==> config.mk <==
export PLATFORM = sky130hd
export DESIGN_NAME = vga_fb_arbiter_flat
export DESIGN_NICKNAME = d
export VERILOG_FILES = /design/src/rtl/vga_fb_arbiter_if.sv /design/src/rtl/vga_fb_arbiter.sv /design/src/flat_wrapper.sv
export SDC_FILE = /design/constraint.sdc
export NUM_CORES = 1
export LEC_CHECK = 0
export CAP_MARGIN = 20
export CORE_AREA = 3 3 110 165
export CTS_CLUSTER_SIZE = 8
export DETAILED_ROUTE_END_ITERATION = 8
export DIE_AREA = 0 0 113 168
export PLACE_DENSITY = 0.83
export SLEW_MARGIN = 20
export SYNTH_ARGS = -nofsm -noshare
export SYNTH_HDL_FRONTEND = slang
export SYNTH_SLANG_ARGS = --single-unit
==> constraint.sdc <==
create_clock -name iVGA_CLK -period 7.1 [get_ports iVGA_CLK]
set_input_delay 0.71 -clock iVGA_CLK [delete_from_list [all_inputs] [get_ports iVGA_CLK]]
set_output_delay 0.71 -clock iVGA_CLK [all_outputs]
set_load 0.01 [all_outputs]
==> src/rtl/vga_fb_arbiter_if.sv <==
// ---------------------------------------------------------------------------
// vga_fb_arbiter_if
// Bundles every signal of the frame-buffer arbiter except the clock and reset.
//   Display read side : rd_req, rd_addr -> rd_data, rd_valid
//   Drawing write side: wr_req, wr_addr, wr_data -> wr_ready, wr_overflow
//   Clear control     : clr_req, clr_color, vs_n -> clr_busy
//   RAM port          : mem_addr, mem_wdata, mem_we -> mem_rdata
// Modports:
//   slave  - the arbiter itself
//   master - the environment (display, renderer, sync generator and RAM)
// ---------------------------------------------------------------------------
interface vga_fb_arbiter_if #(
  parameter int ADDR_W = 13,
  parameter int DATA_W = 12
);
  logic              vs_n;
  logic              rd_req;
  logic [ADDR_W-1:0] rd_addr;
  logic [DATA_W-1:0] rd_data;
  logic              rd_valid;
  logic              wr_req;
  logic [ADDR_W-1:0] wr_addr;
  logic [DATA_W-1:0] wr_data;
  logic              wr_ready;
  logic              wr_overflow;
  logic              clr_req;
  logic [DATA_W-1:0] clr_color;
  logic              clr_busy;
  logic [ADDR_W-1:0] mem_addr;
  logic [DATA_W-1:0] mem_wdata;
  logic              mem_we;
  logic [DATA_W-1:0] mem_rdata;

  modport slave (
    input  vs_n, rd_req, rd_addr, wr_req, wr_addr, wr_data,
           clr_req, clr_color, mem_rdata,
    output rd_data, rd_valid, wr_ready, wr_overflow, clr_busy,
           mem_addr, mem_wdata, mem_we
  );

  modport master (
    output vs_n, rd_req, rd_addr, wr_req, wr_addr, wr_data,
           clr_req, clr_color, mem_rdata,
    input  rd_data, rd_valid, wr_ready, wr_overflow, clr_busy,
           mem_addr, mem_wdata, mem_we
  );
endinterface

==> src/rtl/vga_fb_arbiter.sv <==
// ---------------------------------------------------------------------------
// vga_fb_arbiter
// Owns the single address/data/write-enable port of the frame buffer.
// Display reads always win; queued drawing writes and the frame-synchronised
// clear engine use only the cycles the display leaves free.
// Ports:
//   iVGA_CLK - pixel clock, all state on rising edge
//   iRST_n   - asynchronous active-low reset
//   bus      - vga_fb_arbiter_if.slave (read, write queue, clear, RAM port)
// ---------------------------------------------------------------------------
module vga_fb_arbiter #(
  parameter int ADDR_W     = 13,
  parameter int DATA_W     = 12,
  parameter int FB_SIZE    = 4800,
  parameter int FIFO_DEPTH = 8
) (
  input  logic                 iVGA_CLK,
  input  logic                 iRST_n,
  vga_fb_arbiter_if.slave      bus
);

  localparam int PTR_W = $clog2(FIFO_DEPTH);
  localparam int CNT_W = PTR_W + 1;
  localparam logic [ADDR_W-1:0] LAST_ADDR = ADDR_W'(FB_SIZE - 1);
  localparam logic [CNT_W-1:0]  FULL_CNT  = CNT_W'(FIFO_DEPTH);

  typedef enum logic [1:0] {S_IDLE, S_ARMED, S_CLEAR} clr_state_t;

  clr_state_t        state_q;
  logic [ADDR_W-1:0] clr_cnt_q;
  logic [DATA_W-1:0] clr_color_q;
  logic              clr_busy_q;

  logic [ADDR_W-1:0] fifo_addr_q [FIFO_DEPTH];
  logic [DATA_W-1:0] fifo_data_q [FIFO_DEPTH];
  logic [PTR_W-1:0]  wr_ptr_q, rd_ptr_q;
  logic [CNT_W-1:0]  count_q, count_d;
  logic              rd_valid_q;
  logic              overflow_q;

  logic wr_ready;
  logic push, pop;
  logic clr_grant, drain_grant;

  // Priority: display read > clear write > queue drain.
  assign clr_grant   = !bus.rd_req && (state_q == S_CLEAR);
  assign drain_grant = !bus.rd_req && (state_q != S_CLEAR) && (count_q != '0);

  assign wr_ready = (count_q != FULL_CNT);
  assign push     = bus.wr_req && wr_ready;
  assign pop      = drain_grant;

  always_comb begin
    count_d = count_q;
    case ({push, pop})
      2'b10:   count_d = count_q + 1'b1;
      2'b01:   count_d = count_q - 1'b1;
      default: count_d = count_q;
    endcase
  end

  // RAM port mux; idle cycles park the address at 0.
  always_comb begin
    bus.mem_addr  = '0;
    bus.mem_wdata = '0;
    bus.mem_we    = 1'b0;
    if (bus.rd_req) begin
      bus.mem_addr = bus.rd_addr;
    end else if (clr_grant) begin
      bus.mem_addr  = clr_cnt_q;
      bus.mem_wdata = clr_color_q;
      bus.mem_we    = 1'b1;
    end else if (drain_grant) begin
      bus.mem_addr  = fifo_addr_q[rd_ptr_q];
      bus.mem_wdata = fifo_data_q[rd_ptr_q];
      bus.mem_we    = 1'b1;
    end
  end

  assign bus.rd_data     = bus.mem_rdata;
  assign bus.rd_valid    = rd_valid_q;
  assign bus.wr_ready    = wr_ready;
  assign bus.wr_overflow = overflow_q;
  assign bus.clr_busy    = clr_busy_q;

  // Queue storage carries no reset; emptiness is tracked by the pointers.
  always_ff @(posedge iVGA_CLK) begin
    if (push) begin
      fifo_addr_q[wr_ptr_q] <= bus.wr_addr;
      fifo_data_q[wr_ptr_q] <= bus.wr_data;
    end
  end

  always_ff @(posedge iVGA_CLK or negedge iRST_n) begin
    if (!iRST_n) begin
      wr_ptr_q   <= '0;
      rd_ptr_q   <= '0;
      count_q    <= '0;
      rd_valid_q <= 1'b0;
      overflow_q <= 1'b0;
    end else begin
      count_q    <= count_d;
      rd_valid_q <= bus.rd_req;
      if (push) wr_ptr_q <= wr_ptr_q + 1'b1;
      if (pop)  rd_ptr_q <= rd_ptr_q + 1'b1;
      if (bus.wr_req && !wr_ready) overflow_q <= 1'b1;
    end
  end

  // Clear engine. clr_busy is registered alongside the state so it rises the
  // cycle after clr_req and falls the cycle after the last clear write.
  always_ff @(posedge iVGA_CLK or negedge iRST_n) begin
    if (!iRST_n) begin
      state_q     <= S_IDLE;
      clr_cnt_q   <= '0;
      clr_color_q <= '0;
      clr_busy_q  <= 1'b0;
    end else begin
      case (state_q)
        S_IDLE: begin
          if (bus.clr_req) begin
            clr_color_q <= bus.clr_color;
            clr_busy_q  <= 1'b1;
            state_q     <= S_ARMED;
          end
        end
        S_ARMED: begin
          if (!bus.vs_n) begin
            clr_cnt_q <= '0;
            state_q   <= S_CLEAR;
          end
        end
        S_CLEAR: begin
          // Display reads stall the counter; no wrap past the last pixel.
          if (clr_grant) begin
            if (clr_cnt_q == LAST_ADDR) begin
              clr_busy_q <= 1'b0;
              state_q    <= S_IDLE;
            end else begin
              clr_cnt_q <= clr_cnt_q + 1'b1;
            end
          end
        end
        default: begin
          state_q    <= S_IDLE;
          clr_busy_q <= 1'b0;
        end
      endcase
    end
  end

endmodule

==> src/flat_wrapper.sv <==
// flat-port wrapper written by rule: the top's interface ports become plain ports
module vga_fb_arbiter_flat 
#(
  parameter int ADDR_W     = 13,
  parameter int DATA_W     = 12,
  parameter int FB_SIZE    = 4800,
  parameter int FIFO_DEPTH = 8
)
  (iVGA_CLK, iRST_n, bus_vs_n, bus_rd_req, bus_rd_addr, bus_wr_req, bus_wr_addr, bus_wr_data, bus_clr_req, bus_clr_color, bus_mem_rdata, bus_rd_data, bus_rd_valid, bus_wr_ready, bus_wr_overflow, bus_clr_busy, bus_mem_addr, bus_mem_wdata, bus_mem_we);
  vga_fb_arbiter_if #(.ADDR_W(ADDR_W), .DATA_W(DATA_W)) bus_i ();
  input  logic iVGA_CLK;
  input  logic iRST_n;
  input wire logic [$bits(bus_i.vs_n)-1:0] bus_vs_n;
  input wire logic [$bits(bus_i.rd_req)-1:0] bus_rd_req;
  input wire logic [$bits(bus_i.rd_addr)-1:0] bus_rd_addr;
  input wire logic [$bits(bus_i.wr_req)-1:0] bus_wr_req;
  input wire logic [$bits(bus_i.wr_addr)-1:0] bus_wr_addr;
  input wire logic [$bits(bus_i.wr_data)-1:0] bus_wr_data;
  input wire logic [$bits(bus_i.clr_req)-1:0] bus_clr_req;
  input wire logic [$bits(bus_i.clr_color)-1:0] bus_clr_color;
  input wire logic [$bits(bus_i.mem_rdata)-1:0] bus_mem_rdata;
  output wire logic [$bits(bus_i.rd_data)-1:0] bus_rd_data;
  output wire logic [$bits(bus_i.rd_valid)-1:0] bus_rd_valid;
  output wire logic [$bits(bus_i.wr_ready)-1:0] bus_wr_ready;
  output wire logic [$bits(bus_i.wr_overflow)-1:0] bus_wr_overflow;
  output wire logic [$bits(bus_i.clr_busy)-1:0] bus_clr_busy;
  output wire logic [$bits(bus_i.mem_addr)-1:0] bus_mem_addr;
  output wire logic [$bits(bus_i.mem_wdata)-1:0] bus_mem_wdata;
  output wire logic [$bits(bus_i.mem_we)-1:0] bus_mem_we;
  assign bus_i.vs_n = bus_vs_n;
  assign bus_i.rd_req = bus_rd_req;
  assign bus_i.rd_addr = bus_rd_addr;
  assign bus_i.wr_req = bus_wr_req;
  assign bus_i.wr_addr = bus_wr_addr;
  assign bus_i.wr_data = bus_wr_data;
  assign bus_i.clr_req = bus_clr_req;
  assign bus_i.clr_color = bus_clr_color;
  assign bus_i.mem_rdata = bus_mem_rdata;
  assign bus_rd_data = bus_i.rd_data;
  assign bus_rd_valid = bus_i.rd_valid;
  assign bus_wr_ready = bus_i.wr_ready;
  assign bus_wr_overflow = bus_i.wr_overflow;
  assign bus_clr_busy = bus_i.clr_busy;
  assign bus_mem_addr = bus_i.mem_addr;
  assign bus_mem_wdata = bus_i.mem_wdata;
  assign bus_mem_we = bus_i.mem_we;
  vga_fb_arbiter #(.ADDR_W(ADDR_W), .DATA_W(DATA_W), .FB_SIZE(FB_SIZE), .FIFO_DEPTH(FIFO_DEPTH)) u_core (.iVGA_CLK(iVGA_CLK), .iRST_n(iRST_n), .bus(bus_i));
endmodule
==> impl_metrics.ini, run 1 <==
[outcome]
status = finished clean

[clock_network]
path_clk_slew_ps = 50
cts_resized = 0
h-tree-depth = 2
cts-root-buf = clkbuf_16
cts_setup_buffers = 0
clock_latency_ps = 490
cts.hold.buffers_added = 0
cts.path.max_buffers = 3
cts_tree = done
cts.sinks = 240
numCtsBuffers = 35

[timing]
hold_viol = 0
fin_crit_ps = 4110
holdWs_ps = 365
fmax_mhz = 244
drv_slew = 0
max_slew.worst_pin.slew_ps = 1020
skew_ps = 14.9
finalCritPeriodShare_pct = 57.8
finalSetupViolCount = 0
max_slew_margin_pct = 31.7
rsz0062_at_grt = no
finalSetupTns_ps = 0

[logic_synthesis]
synth_flop_cell = edfxtp_1
netlist.area_leader.share_pct = 60.1
ys_ff_latch = 240
synth_common_cells = edfxtp_1, nand2_1, mux4_2, dfrtp_1, mux2i_1
synthTopCellsByArea = edfxtp_1, mux4_2, dfrtp_1, mux2i_1, nand2_1
synth.most_common_cell = edfxtp_1
syn_area_sq_um = 9990
synth_top_family_by_area = multiplexers
synth_area_leader_cell = edfxtp_1
synth_fa_ha_area_share_pct = 0.752
synth_fp_nets = 650
synth-simple-area-share_pct = 5.02
syn_inst = 576
ys_seq_area_share_pct = 70.1
ys_types = 45
synthArstFlopShare_pct = 16.7
synth_area_per_cell_sq_um = 17.3
synth-edff-count = 200
synth-xor-area-share_pct = 0.789
yosys_warnings = 0
muxShareOfSynthArea_pct = 15.5
synth_compound_area_share_pct = 4.95

[drt]
finalWirelength_microns = 21800
wire_per_inst_microns = 24.3
dr.pass1.iters = 5
vias = 5649
drcViolationCount = 0
drtAntennaViolNets = 0
first_iter_violations = 479
vias_per_cell = 6.31

[floorplanning]
fp.dieH_microns = 168
core.rowCount = 58
die_w_microns = 113
start_util_pct = 59.3
io_pins = 110
core_area_sq_um = 16800
dieArea_sq_um = 19000

[pwr]
power_density_nw_per_um2 = 410
power.leakage_nw = 4.08
irDropWorstVdd_v = 0.000363

[critical_path]
critPathMaxFanout = 28
worstPathRequired_ps = 6390
critPathArrivalTime_ps = 3400
critPathLaunchType = flop
cp-end-kind = output pin
worstSetupPathType = flop to output pin

[final_layout]
syn_to_final_growth_pct = 20.2
post-route-util_pct = 71.3
fillCellCount = 1025
drive_above_1_share_pct = 19.0
fin_nets = 738
num_antenna_cells = 0

[flow_run]
drv_cap = 0

[placed_design]
port_buffers = 85
dp_hpwl_microns = 12600
finalWeightedCongestion = 0.924

[global_route]
grt_pass1_vias = 5888
grt_overflow_total = 0
antenna_found_initial = 0
grt_pass1_wl_microns = 33800
grt_start_max_net_pins = 53
gr-usage-all-layers_pct = 23.4

[hold_path]
hold_class = input port to async pin
## through the flow
stage	area [sq um]	total power (W)	cells	setup WS, ps
final	12000	0.00492	895	2990
after global placement	11000	0.00338	836	3370
after detailed placement	11000	0.00344	836	3220
after CTS	12000	0.00493	894	3010
after global routing	12000	0.00513	895	2810
after floorplan	9990	0.00291	576	3050
## flip-flops by register name, indices dropped and copies added (netlist names)
| name | cells |
|---|---|
| u_core.fifo_addr_q | 104 |
| u_core.fifo_data_q | 96 |
| u_core.clr_cnt_q | 13 |
| u_core.clr_color_q | 12 |
| u_core.count_q | 4 |
| u_core.rd_ptr_q | 3 |
| u_core.wr_ptr_q | 3 |
| u_core.state_q | 2 |
| u_core.bus.clr_busy | 1 |
| u_core.bus.rd_valid | 1 |
| u_core.bus.wr_overflow | 1 |
## logic make-up after synthesis
kind of cell | Yosys count
adders and majority gates | 6
buffers and inverters | 59
AOI/OAI and AO/OA | 72
muxes | 90
DFF | 240
and+or+nand+nor | 100
xor gates and xnor gates | 9
## power breakdown
group	switching (W)	leakage, nW	internal [W]	total, W
clock network	0.000555	0.469	0.000912	0.00147
registers	0.000188	2.30	0.00181	0.00200
logic	0.000737	1.31	0.000713	0.00145
total	0.00148	4.08	0.00344	0.00492
## cell type report
class,count,area [sq um],area share (%)
clock inverters,3,26.3,0.219
flip-flops and latches,240,7010,58.4
inverters,13,48.8,0.407
well taps,210,263,2.19
clock buffers,55,951,7.92
multi-input cells,277,2750,22.9
repair buffers,97,956,7.96
## routing by layer
metal	GRT usage (%)	routed length, microns
met1	30.4	8390
met2	39.4	11300
met3	3.34	1320
met4	10.3	758
met5	0	0
## cell usage in the layout, fill, tap and decap left out, drive strengths merged, types with 3 or more instances in the layout
master / n
dfrtp: 40
and3: 3
nand4: 4
nor3: 5
clkdlybuf4s50: 84
o311ai: 3
xnor2: 4
o31ai: 6
o21ai: 19
nand2: 52
mux2: 14
a21o: 3
edfxtp: 200
xor2: 5
o211ai: 3
clkbuf: 55
or4: 3
a21oi: 6
ha: 6
nand3: 7
o31a: 3
buf: 13
inv: 16
mux4: 50
nor2: 9
mux2i: 26
nor4: 4
nand2b: 4
a31oi: 11
o221ai: 13
## critical path: stages (launching register included)
cell	delay, ps
dfrtp_1	620
nor2b_1	250
buf_4	200
or3_1	770
o21ai_0	410
clkdlybuf4s50_1	640
## path summary, 6_finish.rpt
check,start,to,slack (ps),cells past startpoint
worst max-delay path,u_core.state_q[1],bus_mem_wdata[9],2990,5
worst min-delay path,iRST_n,u_core.rd_ptr_q[2],370,1
worst max register to register,u_core.state_q[1],u_core.count_q[2],3560,11
worst min register to register,u_core.bus.wr_overflow,u_core.bus.wr_overflow,450,1
max in group asynchronous,iRST_n,u_core.rd_ptr_q[0],6000,1
min in group iVGA_CLK,u_core.bus.wr_overflow,u_core.bus.wr_overflow,450,1
Note: power is estimated with default switching activity, not from simulation.
==> run 2, diff against run 1 <==
- CORE_AREA: 3 3 110 165 -> 3 3 119 178
- DIE_AREA: 0 0 113 168 -> 0 0 122 181
- PLACE_DENSITY: 0.83 -> 0.75
- clock period: 7.1 -> 3.7 ns (I/O delays scaled with it)
==> run 2 against run 1 <==
  * Cell area rose by 1.1%
  * Sequential share of layout area fell by 0.65 points
  * Clock skew fell by 5.9 ps
  * Core utilization fell by 10 points
  * Wire length rose by 0.12%
  * Worst hold slack got worse by 330 ps
  * Register-to-register slack got worse by 3200 ps
  * First-iteration DRC count rose by 11%
  * Clock power rose by 90%
  * Setup slack got worse by 2700 ps
  * Sequential power rose by 90%
  * Largest power group unchanged
==> impl_metrics.ini, run 2 (synthesis gave the netlist of run 1 again) <==
[drt]
finalWirelength_microns = 21800
drtAntennaViolNets = 0
first_iter_violations = 532
vias = 5558
wire_per_inst_microns = 23.0
drcViolationCount = 0
vias_per_cell = 5.87
dr.pass1.iters = 5

[critical_path]
critPathMaxFanout = 28
critPathTopFamily = simple AND/OR/NAND/NOR gates
cp-end-kind = output pin
critPathLaunchType = flop
critPathArrivalTime_ps = 3050
worstSetupPathType = flop to output pin
worstPathRequired_ps = 3330
cp_slowest_cell = or3_1
rr_worst_depth = 10
path_cells = nor4_1 > or3_1 > o21ai_0 > clkdlybuf4s50_1
path_buf_inv = 1
cp_slowest_stage_delay_ps = 800
rr_startpoint = u_core.count_q[1]
r2r_slack_ps = 400
rr_endpoint = u_core.count_q[2]

[timing]
fmax_mhz = 292
holdWs_ps = 31.3
skew_ps = 8.99
max_slew_margin_pct = 36.5
layout_setup_ws_ps = 277
hold_viol = 0
fin_crit_ps = 3420
finalCritPeriodShare_pct = 92.5
max_slew.worst_pin.slew_ps = 952
drv_slew = 0
finalSetupViolCount = 0
finalSetupTns_ps = 0
rsz0062_at_grt = no

[outcome]
status = finished clean

[floorplanning]
fp.dieH_microns = 181
dieArea_sq_um = 22100
start_util_pct = 50.5
core_area_sq_um = 19800
io_pins = 110
die_w_microns = 122
core.rowCount = 63

[final_layout]
reg.largest.list = u_core.fifo_addr_q: 104 flops, u_core.fifo_data_q: 96 flops, u_core.clr_cnt_q: 13 flops
regMostFlops = u_core.fifo_addr_q
largest_reg_flops = 104
final_cell_mix = edfxtp_1, clkdlybuf4s50_1, nand2_1, mux4_2, dfrtp_1
num_antenna_cells = 0
drive_above_1_share_pct = 20.5
syn_to_final_growth_pct = 21.5
final_common_cell = edfxtp_1
fin_nets = 749

[clock_network]
cts.path.max_buffers = 3
clock_latency_ps = 490
cts-root-buf = clkbuf_16
cts_resized = 0
cts.sinks = 240
h-tree-depth = 2
cts.hold.buffers_added = 0
numCtsBuffers = 35
cts_setup_buffers = 0
cts_tree = done
path_clk_slew_ps = 50

[pwr]
power.internal_w = 0.00662
power_frac_seq_pct = 40.4
power.share.switching_pct = 29.8
p_sw_w = 0.00281
p_total_w = 0.00943
pwr-share-comb_pct = 30.0
power_density_nw_per_um2 = 777
power.leakage_nw = 4.14
clockPowerShare_pct = 29.7
irDropWorstVdd_v = 0.000380

[global_route]
grt_start_max_net_pins = 41
antenna_found_initial = 0
gr-usage-all-layers_pct = 20.4
grt_overflow_total = 0
grt_pass1_wl_microns = 34300
grt_pass1_vias = 6067

[hold_path]
hold_class = input port to async pin

[placed_design]
dp_slack_ps = 441
finalWeightedCongestion = 0.877
dp_hpwl_microns = 14200
port_buffers = 85

[flow_run]
drv_cap = 0
run 2: cell count changes in the layout (fill, tap and decap cells not counted):
cell	previous run	this run
buf_4	11	21
clkbuf_1	20	11
nor2_2	1	4
nor2_4	3	0
buf_12	0	2
inv_6	3	1
buf_16	1	0
clkbuf_16	35	36
clkinv_8	0	1
dfrtp_2	1	2
dfrtp_4	1	0
nor4_2	1	0
nor4_4	1	2
run 2: per-stage QoR:
stage,util (%),cell area (sq um),cells
final,61.3,12100,947
after global routing,61.3,12100,947
after CTS,61.3,12100,947
after detailed placement,56.4,11200,898
after global placement,56.4,11200,898
after floorplan,-,9990,576
run 2: worst max path at each step:
stage	start	to	slack, ps	cells after the start
after floorplan	u_core.count_q[1]	u_core.fifo_addr_q[4][0]	370	5
after global placement	bus_rd_req	u_core.count_q[2]	570	10
after global routing	u_core.count_q[1]	bus_mem_wdata[10]	80	4
after detailed placement	u_core.count_q[1]	u_core.count_q[2]	440	10
after CTS	u_core.count_q[1]	bus_mem_wdata[10]	270	4
final	u_core.count_q[1]	bus_mem_wdata[10]	280	4
run 2: cell type report:
class	instances	area, sq um
multi-input combinational	277	2740
inverter	13	48.8
fill	1388	7650
sequential	240	7010
timing repair buffer	108	1040
clock inverter	2	25.0
tap	260	325
clock buffer	47	942
run 2: layer usage:
metal / part of all wire [%] / vias up / global-route usage (%)
met3: 5.6 / 37 / 3.13
met1: 39 / 2858 / 25.9
met2: 53 / 184 / 35.6
met5: 0 / - / 0
met4: 2.2 / 0 / 7.04
li1: - / 2479 / -
run 2: power groups by stage:
stage	Combinational [W]	Sequential, W	Clock, W
6_report	0.00282	0.00381	0.00280
5_1_grt	0.00306	0.00386	0.00298
4_1_cts	0.00286	0.00380	0.00285
3_5_place_dp	0.00285	0.00384	0
3_3_place_gp	0.00280	0.00380	0
2_1_floorplan	0.00189	0.00369	0
